File: config.mk
export PLATFORM = sky130hd
export DESIGN_NAME = playlist_mcu
export DESIGN_NICKNAME = d
export VERILOG_FILES = /design/src/rtl/playlist_mcu.sv
export SDC_FILE = /design/constraint.sdc
export NUM_CORES = 1
export LEC_CHECK = 0
export ABC_AREA = 1
export CAP_MARGIN = 40
export CORE_AREA = 2 2 40 42
export CTS_CLUSTER_DIAMETER = 100
export DETAILED_ROUTE_END_ITERATION = 12
export DIE_AREA = 0 0 42 44
export GPL_TIMING_DRIVEN = 0
export HOLD_SLACK_MARGIN = 0.06
export PLACE_DENSITY = 0.69
export SLEW_MARGIN = 20
export SYNTH_ARGS = -nofsm -noshare
export SYNTH_HDL_FRONTEND = slang
export SYNTH_SLANG_ARGS = --single-unit
File: constraint.sdc
create_clock -name clk -period 1.4 [get_ports clk]
set_input_delay 0.14 -clock clk [delete_from_list [all_inputs] [get_ports clk]]
set_output_delay 0.14 -clock clk [all_outputs]
set_load 0.01 [all_outputs]
File: src/rtl/playlist_mcu.sv
// Playlist control unit: tracks the current song index and the play/pause state.
// Button edges drive a three-state FSM; a one-cycle LOAD state pulses reset_player.
module playlist_mcu #(
    parameter int NUM_SONGS         = 4,
    parameter bit KEEP_PLAY_ON_SKIP = 1'b0
) (
    input  logic                         clk,
    input  logic                         reset,
    input  logic                         play_button,
    input  logic                         next_button,
    input  logic                         prev_button,
    input  logic                         song_done,
    input  logic [1:0]                   mode,
    output logic                         play,
    output logic                         reset_player,
    output logic [$clog2(NUM_SONGS)-1:0] song
);

    localparam int            SW   = $clog2(NUM_SONGS);
    localparam logic [SW-1:0] LAST = SW'(NUM_SONGS - 1);

    typedef enum logic [1:0] {PAUSED, PLAYING, LOAD} state_t;

    state_t state;
    logic   resume;
    logic   play_q, next_q, prev_q, done_q;
    logic   play_ev, next_ev, prev_ev, done_ev;

    assign play_ev = play_button & ~play_q;
    assign next_ev = next_button & ~next_q;
    assign prev_ev = prev_button & ~prev_q;
    assign done_ev = song_done   & ~done_q;

    function automatic logic [SW-1:0] inc(input logic [SW-1:0] s);
        return (s == LAST) ? '0 : s + 1'b1;
    endfunction

    function automatic logic [SW-1:0] dec(input logic [SW-1:0] s);
        return (s == '0) ? LAST : s - 1'b1;
    endfunction

    always_ff @(posedge clk or posedge reset) begin
        if (reset) begin
            state        <= PAUSED;
            resume       <= 1'b0;
            play         <= 1'b0;
            reset_player <= 1'b0;
            song         <= '0;
            // NOTE: edge registers reset high so a button held through reset
            // does not register as a press when reset is released.
            play_q       <= 1'b1;
            next_q       <= 1'b1;
            prev_q       <= 1'b1;
            done_q       <= 1'b1;
        end else begin
            play_q       <= play_button;
            next_q       <= next_button;
            prev_q       <= prev_button;
            done_q       <= song_done;
            reset_player <= 1'b0;

            case (state)
                LOAD: begin
                    // Events in this cycle are dropped; only the edge registers advance.
                    state <= resume ? PLAYING : PAUSED;
                    play  <= resume;
                end

                PLAYING: begin
                    if (done_ev) begin
                        state        <= LOAD;
                        play         <= 1'b0;
                        reset_player <= 1'b1;
                        case (mode)
                            2'd1: begin
                                song   <= inc(song);
                                resume <= 1'b1;
                            end
                            2'd2: resume <= 1'b1;
                            default: begin
                                song   <= inc(song);
                                resume <= 1'b0;
                            end
                        endcase
                    end else if (next_ev || prev_ev) begin
                        state        <= LOAD;
                        play         <= 1'b0;
                        reset_player <= 1'b1;
                        resume       <= KEEP_PLAY_ON_SKIP;
                        song         <= next_ev ? inc(song) : dec(song);
                    end else if (play_ev) begin
                        state <= PAUSED;
                        play  <= 1'b0;
                    end
                end

                PAUSED: begin
                    // song_done is not an event while paused, so it masks nothing.
                    if (next_ev || prev_ev) begin
                        state        <= LOAD;
                        play         <= 1'b0;
                        reset_player <= 1'b1;
                        resume       <= 1'b0;
                        song         <= next_ev ? inc(song) : dec(song);
                    end else if (play_ev) begin
                        state <= PLAYING;
                        play  <= 1'b1;
                    end
                end

                default: begin
                    state <= PAUSED;
                    play  <= 1'b0;
                end
            endcase
        end
    end

endmodule

Yosys cells after proc, flatten, opt, wreduce, memory -nomap -nowiden
Index checks and enable logic that the tools add are counted.
{"block": "word_totals", "output_inout_bits": 4, "wordCells": 61, "reg_bits": 11, "inputBits": 8}
{"block": "classes", "n_addsub": 2, "mux": 27, "bitwise": 8, "n_eq_ne": 8, "reduce_logical": 7}
{"cell": "two-way mux 2 bit", "n": 11}
{"cell": "two-way mux 1 bit", "n": 11}
{"cell": "equality test 2 bit (second input constant)", "n": 3}
{"cell": "inequality test 3 bit (second input constant)", "n": 2}
{"cell": "case mux 2 bit (3 select lines)", "n": 1}
{"cell": "bitwise AND 1 bit", "n": 4}
{"cell": "equality test 2 x 1 -> 1 bit (second input constant)", "n": 2}
{"cell": "logical NOT 2 bit", "n": 2}
{"cell": "inequality test 4 bit (second input constant)", "n": 1}
{"cell": "NOT 1 bit", "n": 4}
{"cell": "case mux 1 bit (2 select lines)", "n": 2}
{"cell": "case mux 2 bit (2 select lines)", "n": 1}
{"cell": "AND reduction 2 bit", "n": 2}
{"cell": "case mux 1 bit (3 select lines)", "n": 1}
{"cell": "adder 2 x 1 -> 2 bit (second input constant)", "n": 1}
{"cell": "nonzero test 2 bit", "n": 1}
{"cell": "OR reduction 2 bit", "n": 1}
{"cell": "subtractor 2 x 1 -> 2 bit (second input constant)", "n": 1}
{"cell": "logical OR 1 bit", "n": 1}

Longest topological paths before layout
{"block": "logic_depth", "ltp_word": 6, "depth_mapped": 9, "ltp_nobuf": 9}

Least setup slack after synthesis
No wires, ideal clock.
{"block": "synth_path", "path_type": "register -> register", "start": "register next_q", "end": "register play", "synth_period_minus_slack_ns": 1.163, "t_arrival_ns": 1.039, "path_slack_ns": 0.237, "t_required_ns": 1.276, "stages_incl_launch_ff": 8, "setup_time_ns": 0.124, "n_path_buf": 0, "cell_sequence": "dfstp_2 inv_1 nand2_2 nand2_1 inv_1 nand2_1 o21ai_1 nand2_1"}
{"block": "synth_between", "elab_chain_cells": 6, "elab_cells_between_ends": 10, "cone_classes": "eq/ne: 2; mux: 4; bitwise: 2; reduce/logical: 2"}
{"element": "start, declared", "line_no": "26", "rtl": "logic play_q, next_q, prev_q, done_q;"}
{"element": "start signal, assigned", "line_no": "57", "rtl": "next_q <= next_button;"}
{"element": "NOT 1 bit (*)", "line_no": "30", "rtl": "assign next_ev = next_button & ~next_q;"}
{"element": "bitwise AND 1 bit (*)", "line_no": "30"}
{"element": "logical OR 1 bit (*)", "line_no": "85, 99"}
{"element": "two-way mux 1 bit", "line_no": "85", "rtl": "end else if (next_ev || prev_ev) begin"}
{"element": "two-way mux 1 bit", "line_no": "70", "rtl": "if (done_ev) begin"}
{"element": "case mux 1 bit (3 select lines)", "line_no": "62", "rtl": "case (state)"}
{"element": "end signal, assigned", "line_no": "66", "rtl": "play <= resume;"}
{"element": "end, declared", "line_no": "14", "rtl": "output logic play,"}
Mark *: on every way between the ends. The rest lies on a longest branch, timed or not.
A chain may end at the register's enable or synchronous reset.

Worst setup path in the final report
{"block": "layout_path", "start": "register song[0]", "end": "output port song[0]"}
{"element": "start, declared", "line_no": "16", "rtl": "output logic [$clog2(NUM_SONGS)-1:0] song"}
{"element": "start signal, assigned", "line_no": "76", "rtl": "song <= inc(song);"}
{"element": "start signal, assigned", "line_no": "81", "rtl": "song <= inc(song);"}
{"element": "start signal, assigned", "line_no": "90", "rtl": "song <= next_ev ? inc(song) : dec(song);"}
No word-level cell between the ends.

==> impl.org <==
** STA
- Post-Route Skew :: 0.00242 ns
- Final setup violation count :: 0
- Slew of the pin with the lowest slew margin :: 0.395 ns
- For this run, the top clock speed supported by timing is 742 MHz.
- In the finished design, the share of the clock period the worst path needs comes to 0.963.
- The smallest clock period supported by the final layout is computed as 1.35 ns.
- Setup TNS after final layout :: 0 ns
- The final number of hold-violating endpoints is 0.
- Rel. slew slack :: 0.736
- Setup repair after global routing left no endpoint under its margin.
- Worst hold slack after final layout :: 0.155 ns
- The final-report max-slew violation count came to 0.

** Critical path
- Traced cell by cell, the critical path runs through clkdlybuf4s50_1.
- Worst Path Max Fanout :: 4
- The startpoint identified for the worst register-to-register timing path is next_q.
- Endpoint of the most critical setup path :: song[0]
- The worst setup path is captured at a primary output.
- Start-to-end type of the worst setup path :: flop to primary output
- Reg2Reg Depth :: 7
- Slack of the worst reg-to-reg path :: 0.12 ns
- The slowest stage of the critical path is the clkdlybuf4s50_1 cell.
- In this run the number of cells on the critical path is 1.
- Largest delay contributor family on the critical path :: buffers and inverters
- Worst Path Buf+Inv :: 1
- Startpoint of the most critical setup path :: song[0]
- Kind of start point of the critical path :: flop
- Delay of the slowest cell on the worst path :: 0.56 ns
- Endpoint of the most critical register-to-register path :: play
- At the worst endpoint, the arrival time is 1.21 ns.
- STA puts the critical path data required time at 1.26 ns.

** Clocking
- TritonCTS clock tree :: done
- Num Clock Sinks :: 11
- The cell sitting at the root of the clock tree is a clkbuf_4.
- Clock Latency Late Sink :: 0.26 ns
- Clock-pin slew was measured on the worst setup and hold paths at 0.07 ns.
- Post-cts hold buffer count :: 0
- Number of buffers on the longest clock path :: 2
- Clock buffers created by TritonCTS :: 3
- Deepest level of the CTS H-tree :: 1

** Synthesis
- The portion of synthesized area spent on multiplexers is 0.
- Simple logic cell fraction of the synthesized area :: 0.372
- Synth area leader :: dfrtp_1
- For this run, asynchronously set or reset flops after synthesis account for 1.00.
- The synthesized netlist contains 15 unique library cells.
- Proportion of netlist area held by the largest area contributor :: 0.288
- Parity-gate share of the synthesized area counting xor and xnor cells :: 0
- After synthesis, the largest family of logic cells by area is simple AND/OR/NAND/NOR gates.
- In the synthesized netlist the dominant register cell turns out to be dfrtp_1.
- Yosys attributes the largest share of cell area to dfrtp_1 (29%), dfstp_2 (17%), nand2_1 (14%).
- Cell count after synthesis :: 75
- Post-synth design cell area :: 608 sq um
- Syn Area/Cell :: 8.11 sq um
- Proportion of synthesized chip area in sequential cells :: 0.461
- Synth warn :: 0
- List of most frequent post-synthesis cells :: nand2_1 (22), inv_1 (9), dfrtp_1 (7), nand3_1 (7), nor2_1 (5)
- In this run, synthesis inferred 0 flip-flops with an integrated enable.
- Yosys reg bits :: 11
- Library cell with the highest instance count after synthesis :: nand2_1
- The number of nets in the synthesized netlist is 86.
- Of the total synthesized cell area, the portion taken by full adders, half adders and majority gates is 0.0617.
- The fraction of the mapped netlist area in compound gates is 0.0247.

** Power
- In this run the static leakage power is 0.403 nW.
- Net switching component of the power :: 0.000364 W
- Of the total power, combinational logic draws 0.386.
- Dividing total power by cell area gives a power density of 1370 mW/mm^2.
- Fraction of power consumed by sequential logic :: 0.414
- Net switching fraction of the power :: 0.347
- Worst supply voltage drop on vdd :: 0.698 mV
- Part of the power in the clock network :: 0.200
- The internal power of the cells totals 0.000685 W.

** Floorplanning
- Placeable core region :: 0.00142 sq mm
- After floorplanning, the core was divided into 14 placement rows.
- The die is 44 microns tall.
- The floorplan step set the die width to 42 microns.
- For this configuration, the core starts out at a cell density of 0.429.
- 12 I/O pins were placed.
- The floorplan step defined a die boundary enclosing 0.00185 sq mm.

** Detailed routing
- Number of design-rule violations left by the first detailed-router iteration :: 7
- After detailed routing, the number of remaining DRC violations is 0.
- For this block, the routed nets add up to 1020 microns of wire.
- The detail route stage leaves a number of antenna-violating nets equal to 0.
- Vias per cell :: 4.85
- For this run, the detailed router's first-pass iteration total came to 4.
- The routed layout has 514 vias.
- Average wire per standard cell :: 9.62 microns

** Place
- Buffers placed on the I/O ports in this run total 11.
- Weighted congestion at the end of routability-driven global placement :: 0.820
- Post-DP HPWL :: 823 microns

** Global route
- Remaining global-route overflow :: 0
- Entering global routing, the biggest net connects 12 pins.
- The number of antenna violations at the first check in global routing came to 0.
- Total global-route track usage :: 0.131
- Wire length of the first global-routing pass :: 1740 microns
- The via count of the first global-routing pass is 425.

** Cells and area
- Layout cells sized above 1 :: 0.211
- Across the whole layout, storage elements account for 280 sq um.
- The repair_antennas step left the layout with diodes totalling 0.
- Relative to the synthesized area, the layout overhead comes to 26.3%.
- The layout has 138 filler cells.
- Final cell utilization of the core :: 0.541
- At the end of the flow, the number of nets in the layout was 102.
- In the final layout, the multi-input gates occupy 283 sq um.

** Worst hold path
- The path class of the tightest hold or removal check is input port to asynchronous set/reset pin.

** Job
- The tool flagged a number of max-cap violations equal to 0.

** Status
- The run finished with clean final reports.
flip-flops by register name, summed over array words and instances, names as in the netlist:
| register | cells |
|---|---|
| song | 2 |
| play | 1 |
| reset_player | 1 |
| done_q | 1 |
| next_q | 1 |
| prev_q | 1 |
| state | 2 |
| play_q | 1 |
| resume | 1 |
worst min-delay path by stage:
stage / depth (start not counted) / end / slack (ns)
after floorplan: 1 / play / -0.01
after global placement: 2 / song[1] / 0.46
after detailed placement: 2 / song[1] / 0.46
after CTS: 2 / play / 0.17
after global routing: 2 / song[0] / 0.21
final: 2 / song[0] / 0.16
stage by stage:
stage | cell area, sq um | instances | setup slack (ns) | power, W
2_1_floorplan | 608 | 75 | 0.237 | 0.000687
6_report | 768 | 106 | 0.0518 | 0.00105
4_1_cts | 764 | 106 | 0.0306 | 0.00106
3_5_place_dp | 738 | 102 | 0.0203 | 0.000841
3_3_place_gp | 738 | 102 | 0.0438 | 0.000836
5_1_grt | 768 | 106 | 0.00544 | 0.00114
metal layers:
layer,track usage,wire length (microns)
met3,0.0417,65
met1,0.167,453
met2,0.188,488
met5,0,0
met4,0.0968,12
final cells by class:
cell class / count / share of cell area
Clock buffer: 4 / 0.0342
Multi-Input combinational cell: 51 / 0.368
Timing Repair Buffer: 11 / 0.143
Inverter: 13 / 0.0635
Sequential cell: 11 / 0.365
Tap cell: 16 / 0.0261
cells in the final DEF, fill, tap and decap left out, types with 2 or more instances in the layout:
cell              n
nand2_4           2
dfstp_2           4
inv_2             4
inv_1             9
nand4_1           3
clkdlybuf4s50_1  11
dfrtp_1           7
o21ai_1           2
nor2_4            2
nand3_1           7
clkbuf_4          3
nand2_2           2
nand2_1          22
nor2_1            5
ha_1              3
power groups by stage:
stage          combinational (W)  sequential [W]  clock, W
6_report                0.000405        0.000434  0.000210
2_1_floorplan           0.000231        0.000455         0
3_3_place_gp            0.000397        0.000439         0
5_1_grt                 0.000458        0.000444  0.000238
3_5_place_dp            0.000401        0.000440         0
4_1_cts                 0.000404        0.000434  0.000223
cells by family (layout without fill, tap and decap cells):
family / after synthesis / count (layout)
buffers and inverters: 13 / 28
adders and majority gates: 3 / 3
DFF: 11 / 11
AOI/OAI and AO/OA: 3 / 3
and+or+nand+nor: 45 / 45
timing repair:
action | 4_1_cts | 5_1_grt
buffers inserted | 0 | 0
gates resized for setup | 0 | 1
setup endpoints to repair | 0 | 2
Note: power is estimated with default switching activity, not from simulation.
